`src/rtl/id_ex_hazard_ctrl.sv`:
```
// Hazard/sequencing controller: load-use and HI/LO stalls, taken-branch squash for IF/ID, ID/EX, EX/MEM.
// Latency: control outputs are combinational (zero-cycle stall); HI/LO busy state and counter are registered.
// Backpressure: stall holds PC and IF/ID and injects an ID/EX bubble; optional stall counter under HAZARD_STALL_COUNT_EN.
module id_ex_hazard_ctrl #(
    parameter int MUL_LAT = 4,
    parameter int CNT_W   = 4
) (
    input  logic        Clk,
    input  logic        Rst_n,
    input  logic [4:0]  IDRs,
    input  logic [4:0]  IDRt,
    input  logic        IDUsesRt,
    input  logic        IDHiLoRead,
    input  logic        IDHiLoWrite,
    input  logic        EXMemRead,
    input  logic [4:0]  EXRt,
    input  logic        BranchTaken,
    output logic        PCWrite,
    output logic        IFIDWrite,
    output logic        IFIDFlush,
    output logic        IDEXFlush,
    output logic        EXMEMFlush,
    output logic        HiLoBusy,
    output logic [31:0] StallCount
);

    typedef enum logic {
        IDLE     = 1'b0,
        MUL_BUSY = 1'b1
    } state_t;

    localparam logic [CNT_W-1:0] LAT = CNT_W'(MUL_LAT);
    localparam logic [CNT_W-1:0] ONE = CNT_W'(1);

    state_t           state;
    logic [CNT_W-1:0] cnt;

    logic busy;
    logic load_use;
    logic hilo_haz;
    logic stall;
    logic accept;
    logic squash;

    // Busy is forced low while reset is held so the reset cycle reports an idle HI/LO unit.
    assign busy     = Rst_n & (state == MUL_BUSY);
    assign HiLoBusy = busy;

    // Hazard terms; register 0 never carries a real dependency.
    assign load_use = EXMemRead & (EXRt != 5'd0) &
                      ((EXRt == IDRs) | (IDUsesRt & (EXRt == IDRt)));
    assign hilo_haz = busy & (IDHiLoRead | IDHiLoWrite);
    assign stall    = load_use | hilo_haz;

    // A HI/LO op leaves ID only when it is neither stalled nor squashed.
    assign accept   = IDHiLoWrite & ~stall & ~BranchTaken;
    // Branch while the op sits in EX kills it before it commits to HI/LO.
    assign squash   = BranchTaken & (cnt == LAT);

    // Pipeline control: reset, then branch squash, then stall, then free-running.
    always_comb begin
        PCWrite    = 1'b1;
        IFIDWrite  = 1'b1;
        IFIDFlush  = 1'b0;
        IDEXFlush  = 1'b0;
        EXMEMFlush = 1'b0;
        if (!Rst_n) begin
            PCWrite    = 1'b0;
            IFIDWrite  = 1'b0;
            IFIDFlush  = 1'b1;
            IDEXFlush  = 1'b1;
            EXMEMFlush = 1'b1;
        end else if (BranchTaken) begin
            IFIDFlush  = 1'b1;
            IDEXFlush  = 1'b1;
            EXMEMFlush = 1'b1;
        end else if (stall) begin
            PCWrite    = 1'b0;
            IFIDWrite  = 1'b0;
            IDEXFlush  = 1'b1;
        end
    end

    // HI/LO tracker: load MUL_LAT on accept, count down to idle, abort on squash or reset.
    always_ff @(posedge Clk) begin
        if (!Rst_n) begin
            state <= IDLE;
            cnt   <= '0;
        end else begin
            case (state)
                IDLE: begin
                    if (accept) begin
                        state <= MUL_BUSY;
                        cnt   <= LAT;
                    end
                end
                MUL_BUSY: begin
                    if (squash || (cnt <= ONE)) begin
                        state <= IDLE;
                        cnt   <= '0;
                    end else begin
                        cnt   <= cnt - ONE;
                    end
                end
                default: begin
                    state <= IDLE;
                    cnt   <= '0;
                end
            endcase
        end
    end

`ifdef HAZARD_STALL_COUNT_EN
    logic [31:0] stall_cnt;

    // Count frozen-PC cycles outside reset, saturating at all-ones.
    always_ff @(posedge Clk) begin
        if (!Rst_n) begin
            stall_cnt <= '0;
        end else if (!PCWrite && (stall_cnt != 32'hFFFF_FFFF)) begin
            stall_cnt <= stall_cnt + 32'd1;
        end
    end

    assign StallCount = stall_cnt;
`else
    assign StallCount = 32'd0;
`endif

endmodule

```
`config.mk`:
```
export PLATFORM = sky130hd
export DESIGN_NAME = id_ex_hazard_ctrl
export DESIGN_NICKNAME = d
export VERILOG_FILES = /design/src/rtl/id_ex_hazard_ctrl.sv
export SDC_FILE = /design/constraint.sdc
export NUM_CORES = 1
export LEC_CHECK = 0
export BUFFER_PORTS_ARGS = -buffer_cell sky130_fd_sc_hd__buf_2
export CORE_MARGIN = 2
export CORE_UTILIZATION = 30
export DETAILED_ROUTE_END_ITERATION = 10
export GPL_ROUTABILITY_DRIVEN = 0
export PLACE_DENSITY = 0.65
export SYNTH_ARGS = -nofsm -noshare
export SYNTH_HDL_FRONTEND = slang
export SYNTH_SLANG_ARGS = --single-unit
```
`constraint.sdc`:
```
create_clock -name Clk -period 1.93 [get_ports Clk]
set_input_delay 0.2895 -clock Clk [delete_from_list [all_inputs] [get_ports Clk]]
set_output_delay 0.2895 -clock Clk [all_outputs]
set_load 0.03 [all_outputs]
```
Word level (Yosys, flattened, before mapping)
Index checks and enable logic that the tools add are counted.

Add/subtract/negate cells: 1. Reductions and logical operators: 2. Order comparisons: 1. Bitwise operators: 14. Equal/unequal tests: 4. Muxes and demuxes: 14.

Operators with widths (count): 5-bit equality test (2); 1-bit 2-to-1 mux (10); 1-bit bitwise AND (8); 4-bit 2-to-1 mux (2); 4-bit case mux with 2 select lines (1); 5-bit nonzero test (1); 4-bit by 3-bit equality test with 1-bit output (second input constant) (1); 4-bit by 1-bit <= comparator with 1-bit output (second input constant) (1); 4-bit by 1-bit subtractor with 4-bit output (second input constant) (1); 1-bit inverter (3); 1-bit OR (3); 2-bit inequality test (second input constant) (1); 1-bit case mux with 2 select lines (1); 1-bit logical OR (1).

Flip-flop bits (word level): 5. Logic and storage cells: 38. Output and inout port bits: 38. Input bits: 22.

Longest topological paths before layout
Word-level depth: 10. Depth in mapped cells: 7. Depth with buffers taken out: 7.

Worst setup path before layout
No wires, ideal clock.

Kind: input to output. Start: input EXRt[1]. End: output PCWrite. Data arrival time: 1.719 ns. Stages on the path: 5. Path slack: -0.078 ns. Path buffers: 1. Cells stage by stage: or4_1 o21a_1 a21oi_1 o21a_1 buf_4.

Longest elaborated chain between the ends: 8. Elaborated cells on any way between the ends: 11.

Ends and longest elaborated chain: from (decl) (RTL line 16) `input logic [4:0] EXRt,`; 5-bit equality test (RTL line 51) `((EXRt == IDRs) | (IDUsesRt & (EXRt == IDRt)));`; 1-bit bitwise AND (RTL line 51); 1-bit OR (RTL line 51); 1-bit bitwise AND (*) (RTL line 50) `assign load_use = EXMemRead & (EXRt != 5'd0) &`; 1-bit OR (*) (RTL line 53) `assign stall = load_use | hilo_haz;`; 1-bit 2-to-1 mux (*) (3 in series); to (decl) (RTL line 18) `output logic PCWrite,`.

Mark *: on every way between the ends. The rest lies on a longest branch, timed or not.

Final worst setup path
Start: input EXRt[2]. End: output PCWrite.

Longest elaborated chain between the ends: 8. Elaborated cells on any way between the ends: 11.

Ends and longest elaborated chain: 5-bit equality test (RTL line 51); 1-bit bitwise AND (RTL line 51); 1-bit OR (RTL line 51); 1-bit bitwise AND (*) (RTL line 50); 1-bit OR (*) (RTL line 53); 1-bit 2-to-1 mux (*) (RTL line 77) `end else if (stall) begin`; 1-bit 2-to-1 mux (*) (RTL line 73) `end else if (BranchTaken) begin`; 1-bit 2-to-1 mux (*) (RTL line 67) `if (!Rst_n) begin`.

Marked as above.

==> impl_results.html <==
<table>
<tr><th>Metric</th><th>Value</th></tr>
<tr><th colspan="2">Yosys</th></tr>
<tr><td>Number of distinct standard cells referenced by the synthesized netlist</td><td>24</td></tr>
<tr><td>Largest area contributor in the synthesized netlist</td><td>buf_4</td></tr>
<tr><td>Proportion of synthesized chip area in sequential cells</td><td>14.1%</td></tr>
<tr><td>Average footprint of a synthesized cell</td><td>7.61 µm²</td></tr>
<tr><td>Synthesized instance count</td><td>93</td></tr>
<tr><td>Main area contributors after synthesis</td><td>buf_4 36%, dfxtp_1 14%, xnor2_1 12%</td></tr>
<tr><td>Yosys top cell area share</td><td>36.0%</td></tr>
<tr><td>YS warnings</td><td>0</td></tr>
<tr><td>Register bit total from synthesis</td><td>5</td></tr>
<tr><td>Post-synthesis instance area</td><td>708 µm²</td></tr>
<tr><th colspan="2">Worst setup path</th></tr>
<tr><td>Startpoint-to-endpoint class of the critical path</td><td>input port to primary output</td></tr>
<tr><td>Worst R2R Start</td><td>cnt[0]</td></tr>
<tr><td>Register-to-register setup slack</td><td>330 ps</td></tr>
<tr><td>Crit path launch type</td><td>input port</td></tr>
<tr><td>Worst Setup End Kind</td><td>primary output</td></tr>
<tr><td>Depth of the most critical reg-to-reg path</td><td>7</td></tr>
<tr><td>Terminus of the critical flop-to-flop path</td><td>cnt[3]</td></tr>
<tr><td>Data required time of the worst path</td><td>1640 ps</td></tr>
<tr><td>Critical path data arrival time</td><td>1570 ps</td></tr>
<tr><td>Worst-path maximum fanout</td><td>2</td></tr>
<tr><th colspan="2">Cells and area</th></tr>
<tr><td>Fraction of layout cells with a size suffix above 1</td><td>31.5%</td></tr>
<tr><td>Nets@finish</td><td>149</td></tr>
<tr><td>Sequential standard cell area</td><td>100 µm²</td></tr>
<tr><td>Antenna cells</td><td>0</td></tr>
<tr><td>Syn-to-layout area delta</td><td>16.1%</td></tr>
<tr><td>Utilization after layout</td><td>37.2%</td></tr>
<tr><td>Filler Cell Count</td><td>245</td></tr>
<tr><td>Multi-input combinational cell area</td><td>467 µm²</td></tr>
<tr><th colspan="2">Worst hold path</th></tr>
<tr><td>Destination of the worst hold path</td><td>cnt[2]</td></tr>
<tr><td>Tightest Hold Check Type</td><td>input port to flip-flop</td></tr>
<tr><td>Number of cells on the worst hold path</td><td>3</td></tr>
<tr><td>Hold Path Origin</td><td>Rst_n</td></tr>
<tr><th colspan="2">Pwr</th></tr>
<tr><td>Leakage power figure</td><td>0.388 nW</td></tr>
<tr><td>Power per Cell Area</td><td>525 mW/mm²</td></tr>
<tr><td>Worst vdd rail ir drop</td><td>0.000236 V</td></tr>
<tr><th colspan="2">Clock tree</th></tr>
<tr><td>Clock-pin slew of the registers on the worst-case setup and hold paths</td><td>40 ps</td></tr>
<tr><td># H-tree levels</td><td>1</td></tr>
<tr><td>Number of buffers added by the clock tree synthesis step</td><td>3</td></tr>
<tr><td>Clock network latency to the later pin of the worst-skew pair</td><td>240 ps</td></tr>
<tr><td>Total setup buffers inserted after CTS</td><td>0</td></tr>
<tr><td>Cell at the root of the clock tree</td><td>clkbuf_4</td></tr>
<tr><td>Number of buffers on the longest clock path</td><td>2</td></tr>
<tr><td>TritonCTS sink count</td><td>5</td></tr>
<tr><td>TritonCTS clock tree</td><td>done</td></tr>
<tr><th colspan="2">Die</th></tr>
<tr><td>Height of the chip</td><td>52.6 µm</td></tr>
<tr><td>Num ports</td><td>60</td></tr>
<tr><td>Floorplan row count</td><td>17</td></tr>
<tr><td>Starting density of the core</td><td>32.0%</td></tr>
<tr><td>Chip Width</td><td>52.6 µm</td></tr>
<tr><td>Core outline area</td><td>0.00221 mm²</td></tr>
<tr><td>Die area</td><td>0.00277 mm²</td></tr>
<tr><th colspan="2">Timing</th></tr>
<tr><td>Number of hold violations in the final report</td><td>0</td></tr>
<tr><td>Worst Skew</td><td>1.13 ps</td></tr>
<tr><td>Total negative slack for setup checks</td><td>0 ps</td></tr>
<tr><td>Fin crit period</td><td>1860 ps</td></tr>
<tr><td>Final worst hold slack</td><td>325 ps</td></tr>
<tr><td>Period Utilization, post-route</td><td>96.3%</td></tr>
<tr><td>Setup repair after global routing missed its margin</td><td>true</td></tr>
<tr><td>Max-slew violation count</td><td>0</td></tr>
<tr><td>Least setup slack across all paths after layout</td><td>71.1 ps</td></tr>
<tr><td>Top achievable clock speed</td><td>538 MHz</td></tr>
<tr><td>Final setup violating endpoints</td><td>0</td></tr>
<tr><th colspan="2">GRT</th></tr>
<tr><td>Pin count of the biggest net entering global routing</td><td>8</td></tr>
<tr><td>Antenna violations before repair</td><td>0</td></tr>
<tr><td>Global-route wire length before repair</td><td>1.97 mm</td></tr>
<tr><td>Total global-route track usage</td><td>10.1%</td></tr>
<tr><td>Overall overflow remaining after global route</td><td>0</td></tr>
<tr><td>Number of global-route vias before repair</td><td>532</td></tr>
<tr><th colspan="2">Status</th></tr>
<tr><td>Outcome</td><td>finished clean</td></tr>
<tr><th colspan="2">Drt</th></tr>
<tr><td>Avg Vias per Cell</td><td>4.17</td></tr>
<tr><td>Total detailed-routing wirelength</td><td>1.41 mm</td></tr>
<tr><td>Router iterations before antenna repair</td><td>5</td></tr>
<tr><td>Detailed-route via count</td><td>634</td></tr>
<tr><td>Starting DRC count in detailed routing</td><td>1</td></tr>
<tr><td>Number of nets still failing antenna checks after routing</td><td>0</td></tr>
<tr><td>Remaining design rule violation count</td><td>0</td></tr>
<tr><td>Average detailed-routed wire length per instance</td><td>9.26 µm</td></tr>
<tr><th colspan="2">Placed design</th></tr>
<tr><td>Setup Slack @ Placement</td><td>17.0 ps</td></tr>
<tr><td>Port buffer count</td><td>27</td></tr>
<tr><td>HPWL Detailed</td><td>1.21 mm</td></tr>
<tr><th colspan="2">Job</th></tr>
<tr><td>Max-cap violations</td><td>0</td></tr>
</table>
## power by group
group	internal [mW]	switching (mW)
logic	0.0587	0.140
clock network	0.0781	0.0424
registers	0.107	0.00437
total	0.244	0.187
## kinds of logic (layout without fill, tap and decap cells)
family,after synthesis,in the layout,synth area share [%]
AO/OA/AOI/OAI,16,16,15.9
XOR/XNOR,10,10,12.4
adder cells (fa/ha/maj),2,2,3.53
buffers and inverters,37,37,37.6
flip-flops,5,5,14.1
other,1,32,0.530
AND/OR/NAND/NOR,22,22,15.9
## routing by layer
layer  vias up  wire length, µm  GRT usage [%]
met2        45              713           19.6
met1       280              446           8.06
met4         0               40           8.97
li1        304                -              -
met5         -                0              0
met3         5              207           2.57
## how the worst max path moves through the flow
| stage | start | to | slack, ps | cells after the start |
|---|---|---|---|---|
| 2_1_floorplan | EXRt[1] | PCWrite | 30 | 5 |
| 3_3_place_gp | EXRt[1] | PCWrite | 10 | 6 |
| 3_5_place_dp | EXRt[1] | IFIDWrite | 20 | 6 |
| 4_1_cts | EXRt[1] | PCWrite | 10 | 6 |
| 5_1_grt | EXRt[2] | IFIDWrite | -10 | 6 |
| 6_report | EXRt[2] | PCWrite | 70 | 6 |
## cell usage after synthesis
cell type	n
nor2_1	3
o21a_1	3
a21oi_1	3
nand2_1	7
a2111oi_2	1
a211oi_2	1
or3_1	1
a2111oi_0	1
nor2b_1	1
buf_4	34
dfxtp_1	5
or4_1	1
nand2b_1	2
inv_1	3
nand4_1	1
and2_2	1
o22ai_1	3
o21ai_0	4
nand3_1	3
conb_1	1
and2_1	1
xnor2_1	10
ha_1	2
nor3b_1	1
## registers in the layout, indices dropped and copies added (netlist names)
signal	count
cnt	4
state	1
## area by class of cell
type / count / share of cell area, %
repair buffers: 30 / 22.2
flip-flops and latches: 5 / 12.2
multi-input cells: 82 / 56.8
clock buffers: 4 / 3.20
well taps: 28 / 4.26
inverters: 3 / 1.37
## cells in the final DEF, fill, tap and decap left out
cell / n
a2111oi_0: 1
a2111oi_2: 1
a211oi_2: 1
a21oi_1: 2
a21oi_2: 1
and2_1: 1
and2_2: 1
buf_2: 23
buf_4: 3
buf_6: 4
clkbuf_1: 1
clkbuf_4: 3
conb_1: 32
dfxtp_1: 5
ha_1: 2
inv_1: 3
nand2_1: 7
nand2b_1: 2
nand3_1: 3
nand4_1: 1
nor2_1: 3
nor2b_1: 1
nor3b_1: 1
o21a_1: 2
o21a_2: 1
o21ai_0: 4
o22ai_1: 3
or3_1: 1
or4_4: 1
xnor2_1: 10
## through the flow
step / area (µm²) / std cells / power (mW)
2_1_floorplan: 826 / 124 / 0.308
3_3_place_gp: 763 / 148 / 0.301
3_5_place_dp: 763 / 148 / 0.303
4_1_cts: 790 / 152 / 0.427
5_1_grt: 822 / 152 / 0.457
6_report: 822 / 152 / 0.431
## what timing repair did
| action | in CTS | in global routing |
|---|---|---|
| resized for setup | 0 | 11 |
| hold buffers | 0 | 0 |
| endpoints found under the hold margin | 0 | 0 |
| setup endpoints to repair | 0 | 3 |
## critical path, cell delays in order
cell     delay [ps]
buf_6            90
or4_4           510
o21a_1          220
a21oi_2         150
o21a_2          170
buf_6           130
Power figures use the tool's default switching activity.
